File: src/rtl/line_buffer_feeder.sv
// line_buffer_feeder: buffers three raster rows and feeds one 3-pixel column per shift request.
module line_buffer_feeder #(
   parameter int BIT_DEPTH  = 8,
   parameter int IMG_WIDTH  = 8,
   parameter int IMG_HEIGHT = 8
) (
   input  logic                 clk,
   input  logic                 rst,
   input  logic [BIT_DEPTH-1:0] pix_in,
   input  logic                 pix_valid,
   output logic                 pix_ready,
   input  logic                 shift_buffer,
   output logic [BIT_DEPTH-1:0] out_l1,
   output logic [BIT_DEPTH-1:0] out_l2,
   output logic [BIT_DEPTH-1:0] out_l3,
   output logic                 out_valid,
   output logic                 line_valid,
   output logic                 row_end,
   output logic                 frame_done
);
   localparam int CW = $clog2(IMG_WIDTH);
   localparam int RW = $clog2(IMG_HEIGHT + 1);
   localparam logic [CW-1:0] LAST_COL = CW'(IMG_WIDTH - 1);
   localparam logic [RW-1:0] ALL_ROWS = RW'(IMG_HEIGHT);
   typedef enum logic [1:0] {FILL, READY, REFILL} state_t;
   state_t state, next_state;
   logic [BIT_DEPTH-1:0] mem [3][IMG_WIDTH];
   logic [1:0] wr_row, top;
   logic [CW-1:0] wr_col, rd_col;
   logic [RW-1:0] rows_loaded;
   logic accept, row_done, shift, sweep_done, last_sweep;
   function automatic logic [1:0] inc3(input logic [1:0] r);
      return (r == 2'd2) ? 2'd0 : r + 2'd1;
   endfunction
   assign pix_ready  = state != READY;
   assign line_valid = state == READY;
   assign accept     = pix_valid & pix_ready;
   assign row_done   = accept && wr_col == LAST_COL;
   assign shift      = shift_buffer && state == READY;
   assign sweep_done = shift && rd_col == LAST_COL;
   assign last_sweep = rows_loaded == ALL_ROWS;
   always_ff @(posedge clk or negedge rst)
      if (!rst) state <= FILL;
      else state <= next_state;
   always_comb begin
      next_state = state;
      case (state)
         FILL:    if (row_done && rows_loaded == RW'(2)) next_state = READY;
         REFILL:  if (row_done) next_state = READY;
         READY:   if (sweep_done) next_state = last_sweep ? FILL : REFILL;
         default: next_state = FILL;
      endcase
   end
   // Row storage is deliberately left unreset; it is always rewritten before being read.
   always_ff @(posedge clk)
      if (accept) mem[wr_row][wr_col] <= pix_in;
   always_ff @(posedge clk or negedge rst) begin
      if (!rst) begin
         wr_row      <= '0;
         wr_col      <= '0;
         rd_col      <= '0;
         top         <= '0;
         rows_loaded <= '0;
         out_l1      <= '0;
         out_l2      <= '0;
         out_l3      <= '0;
         out_valid   <= 1'b0;
         row_end     <= 1'b0;
         frame_done  <= 1'b0;
      end else begin
         out_valid  <= 1'b0;
         row_end    <= 1'b0;
         frame_done <= 1'b0;
         if (accept) begin
            if (wr_col == LAST_COL) begin
               wr_col      <= '0;
               wr_row      <= inc3(wr_row);
               rows_loaded <= rows_loaded + RW'(1);
            end else wr_col <= wr_col + CW'(1);
         end
         if (shift) begin
            out_l1    <= mem[top][rd_col];
            out_l2    <= mem[inc3(top)][rd_col];
            out_l3    <= mem[inc3(inc3(top))][rd_col];
            out_valid <= 1'b1;
            if (rd_col == LAST_COL) begin
               rd_col  <= '0;
               row_end <= 1'b1;
               // The retired row slot is the old top, which is exactly where wr_row already points.
               if (last_sweep) begin
                  frame_done  <= 1'b1;
                  top         <= '0;
                  wr_row      <= '0;
                  wr_col      <= '0;
                  rows_loaded <= '0;
               end else top <= inc3(top);
            end else rd_col <= rd_col + CW'(1);
         end
      end
   end
endmodule

File: config.mk
export PLATFORM = sky130hd
export DESIGN_NAME = line_buffer_feeder
export DESIGN_NICKNAME = d
export VERILOG_FILES = /design/src/rtl/line_buffer_feeder.sv
export SDC_FILE = /design/constraint.sdc
export NUM_CORES = 1
export LEC_CHECK = 0
export BUFFER_PORTS_ARGS = -buffer_cell sky130_fd_sc_hd__buf_2
export CAP_MARGIN = 10
export CELL_PAD_IN_SITES_DETAIL_PLACEMENT = 2
export CELL_PAD_IN_SITES_GLOBAL_PLACEMENT = 2
export CORE_AREA = 2 2 169 171
export CTS_BUF_LIST = sky130_fd_sc_hd__clkbuf_8
export DETAILED_ROUTE_END_ITERATION = 10
export DIE_AREA = 0 0 171 173
export PLACE_DENSITY = 0.86
export SLEW_MARGIN = 5
export SYNTH_ARGS = -nofsm -noshare
export SYNTH_HDL_FRONTEND = slang
export SYNTH_SLANG_ARGS = --single-unit
export TNS_END_PERCENT = 50
File: constraint.sdc
create_clock -name clk -period 2.7 [get_ports clk]
set_clock_uncertainty 0.05 [all_clocks]
set_input_delay 0.54 -clock clk [delete_from_list [all_inputs] [get_ports clk]]
set_output_delay 0.54 -clock clk [all_outputs]
set_load 0.1 [all_outputs]
==> key figures <==
Yosys
  • Area leader, netlist: edfxtp_1
  • Ys async rst share: 18.3%
  • Post-synthesis register bit count: 235
  • Synth unique cells: 36
  • Area contributors post-synth: edfxtp_1, mux4_2, mux2_1
  • Avg Cell Area, Syn: 13.9 sq um
  • Post-Synthesis Cells: 925
  • EDFF count, synth: 192
  • Synthesized Nets: 945
  • Post-synth top area share: 44.8%
  • Post-Syn Area: 0.0129 sq mm
  • Seq/Total Area, Yosys: 53.1%
  • YS warnings: 0
  • Synth Flop Type: edfxtp_1

Placement
  • Worst slack, placed: 19.3 ps
  • Placed Area: 0.0137 sq mm
  • RD Place Congestion: 0.805
  • IO buf count: 40
  • Hpwl dp: 28.2 mm

Timing
  • Setup slack after layout: 108 ps
  • Total negative slack: 0 ps
  • Max Clock Freq: 386 MHz
  • Worst hold slack: 322 ps
  • Fin crit share: 96.0%
  • RSZ-0062 raised after global routing: no
  • Slew HR: 49.8%
  • Count of final setup violators: 0
  • Worst-Margin Slew: 753 ps
  • Fin. max-slew vios: 0
  • Final Critical Period: 2590 ps
  • Final hold violations: 0

Clock network
  • Root Buffer: clkbuf_8
  • CTS tree: done
  • Reg clk slew, reported paths: 70 ps
  • Post-CTS sizing: 0
  • Clock sinks: 235
  • CTS Buffer Depth: 3
  • Clock H-tree levels: 2
  • Worst-skew pair later-pin latency: 570 ps
  • CTS Buf Count: 41

Route
  • DRT iter0 DRCs: 880
  • Routed len/inst: 32.1 um
  • Total routed wirelength: 45.0 mm
  • DR pass1 iterations: 5
  • Post-DRT Antenna Nets: 0
  • Avg Vias per Cell: 6.51
  • Vias: 9127
  • Residual DRC: 0

Floorplan
  • DIE HEIGHT: 173 um
  • Chip width: 171 um
  • Die area: 0.0296 sq mm
  • I/O pins: 41
  • Core area: 0.0276 sq mm
  • Initial Util: 46.6%
  • FP Rows: 61

Worst hold path
  • Worst min-delay path class: in2reg

GRT
  • Largest net degree at the start of global routing: 53
  • Initial antenna violation count: 0
  • Total congestion overflow: 0
  • Total track usage: 30.7%
  • First-pass GRT wire length: 67.3 mm
  • Vias in the first global route: 10253

Worst setup path
  • Crit-path slowest cell: dfrtp_4
  • Startpoint Class: flop
  • WS Path Type: reg2reg
  • Arr. time, crit path: 2960 ps
  • CP cell instances: buf_4, buf_12, mux2_1, mux4_2, mux2i_1, nor2_1, a221o_1
  • Crit path capture type: flop
  • Crit path required time: 3070 ps
  • Worst-path maximum fanout: 31
  • Critical path's largest stage delay: 540 ps

Final layout
  • Post-route core utilization: 53.0%
  • Layout fillers: 2562
  • Number of nets in the layout: 1011
  • Final instance area: 0.0146 sq mm
  • # diodes: 0
  • Area Growth Syn to Fin: 13.6%
  • Layout cells sized above 1: 24.4%

Pwr
  • Clk pwr share: 26.2%
  • Switching Power: 5.30 mW
  • Sequential power share: 37.9%
  • Comb power frac: 35.9%
  • PwrDens: 889 mW/mm^2
  • Internal Power: 7.71 mW
  • Net Sw Frac: 40.7%
  • Lkg Pwr: 5.02 nW
  • VDD IR max: 0.952 mV

Status
  • Status: completed

Job
  • Max Cap Viol: 0
[worst paths after layout]
| kind | startpoint | endpoint | slack, ps | cells past startpoint |
|---|---|---|---|---|
| max in group asynchronous | rst | out_l2[3] | 1440 | 3 |
| worst max register to register | top[0] | out_l1[3] | 110 | 7 |
| worst min register to register | out_l1[0] | out_l1[0] | 460 | 1 |
| worst min-delay path | shift_buffer | out_valid | 320 | 3 |
| min in group asynchronous | rst | out_l3[6] | 540 | 2 |
| worst max-delay path | top[0] | out_l1[3] | 110 | 7 |
[registers in the layout, indices dropped and copies added (netlist names)]
name	flops
frame_done	1
mem	192
out_l1	8
out_l2	8
out_l3	8
out_valid	1
rd_col	3
row_end	1
rows_loaded	4
state	2
top	2
wr_col	3
wr_row	2
[cell usage in the layout (no fill, tap or decap), types with 12 or more instances in the layout]
cell	n
nand2_1	47
mux2_1	134
buf_2	40
inv_1	15
o21ai_1	21
buf_4	47
o221ai_1	24
o21ai_0	29
clkbuf_8	46
dfrtp_1	40
buf_12	12
a211oi_1	24
nor2b_1	26
nor2_1	107
edfxtp_1	192
a221o_1	24
mux4_2	72
mux2i_1	48
[cell families (layout without fill, tap and decap cells)]
kind of cell | after synthesis | in the layout | share of synthesized area [%]
muxes | 264 | 264 | 28.9
DFF | 235 | 235 | 53.1
and+or+nand+nor | 199 | 199 | 6.62
AOI/OAI and AO/OA | 132 | 132 | 7.30
buffers and inverters | 84 | 183 | 3.06
adders and majority gates | 8 | 8 | 0.777
xor gates and xnor gates | 3 | 3 | 0.204
[final cells by class]
type	count	area [sq um]	share of cell area, %
clock inverters	30	190	1.30
multi-input cells	606	5640	38.6
clock buffers	46	633	4.33
repair buffers	101	815	5.57
inverters	6	25.0	0.171
flip-flops and latches	235	6850	46.8
well taps	378	473	3.23
[synthesized netlist by cell type (7+ instances only)]
cell and instances:
a211oi_1 24, o21ai_0 29, clkbuf_1 35, nand2_1 47, a221o_1 24, edfxtp_1 192, buf_1 8, o221ai_1 24
buf_2 27, o21ai_1 21, dfrtp_1 43, nor2b_1 26, mux4_2 72, nor2_1 107, mux2i_1 48, mux2_2 10
ha_1 8, mux2_1 134, a21oi_1 7
[through the flow]
stage	power [mW]	instances
CTS	13.0	1397
floorplan	8.17	925
global route	13.4	1402
detailed placement	9.55	1319
finish	13.0	1402
global placement	9.30	1319
[worst max-delay path: cells and delay by family (launching register included)]
| family | cells | cell delay, ps |
|---|---|---|
| flops | 1 | 540 |
| compound gates | 1 | 280 |
| simple gates | 1 | 70 |
| mux | 3 | 1070 |
| buf+inv | 2 | 410 |
[repair_timing]
item	in CTS	in global routing
hold buffers	1	0
hold endpoints to repair	6	0
buffers inserted	1	5
endpoints found under the setup margin	3	1
[power by group through the flow]
stage | registers, mW | logic (mW) | clock network, mW
final | 4.93 | 4.67 | 3.41
after detailed placement | 4.95 | 4.60 | 0
after global routing | 4.96 | 4.90 | 3.58
after global placement | 4.90 | 4.39 | 0
after CTS | 4.91 | 4.68 | 3.45
after floorplan | 5.81 | 2.36 | 0
[per-layer routing]
metal  wire length, um  global-route usage, %  up-vias
met2             23400                   53.7      388
met1             17400                   37.9     4877
met5                 0                      0        -
met4              1590                   11.5        0
li1                  -                      -     3755
met3              2560                   5.01      107
Power figures use the tool's default switching activity.
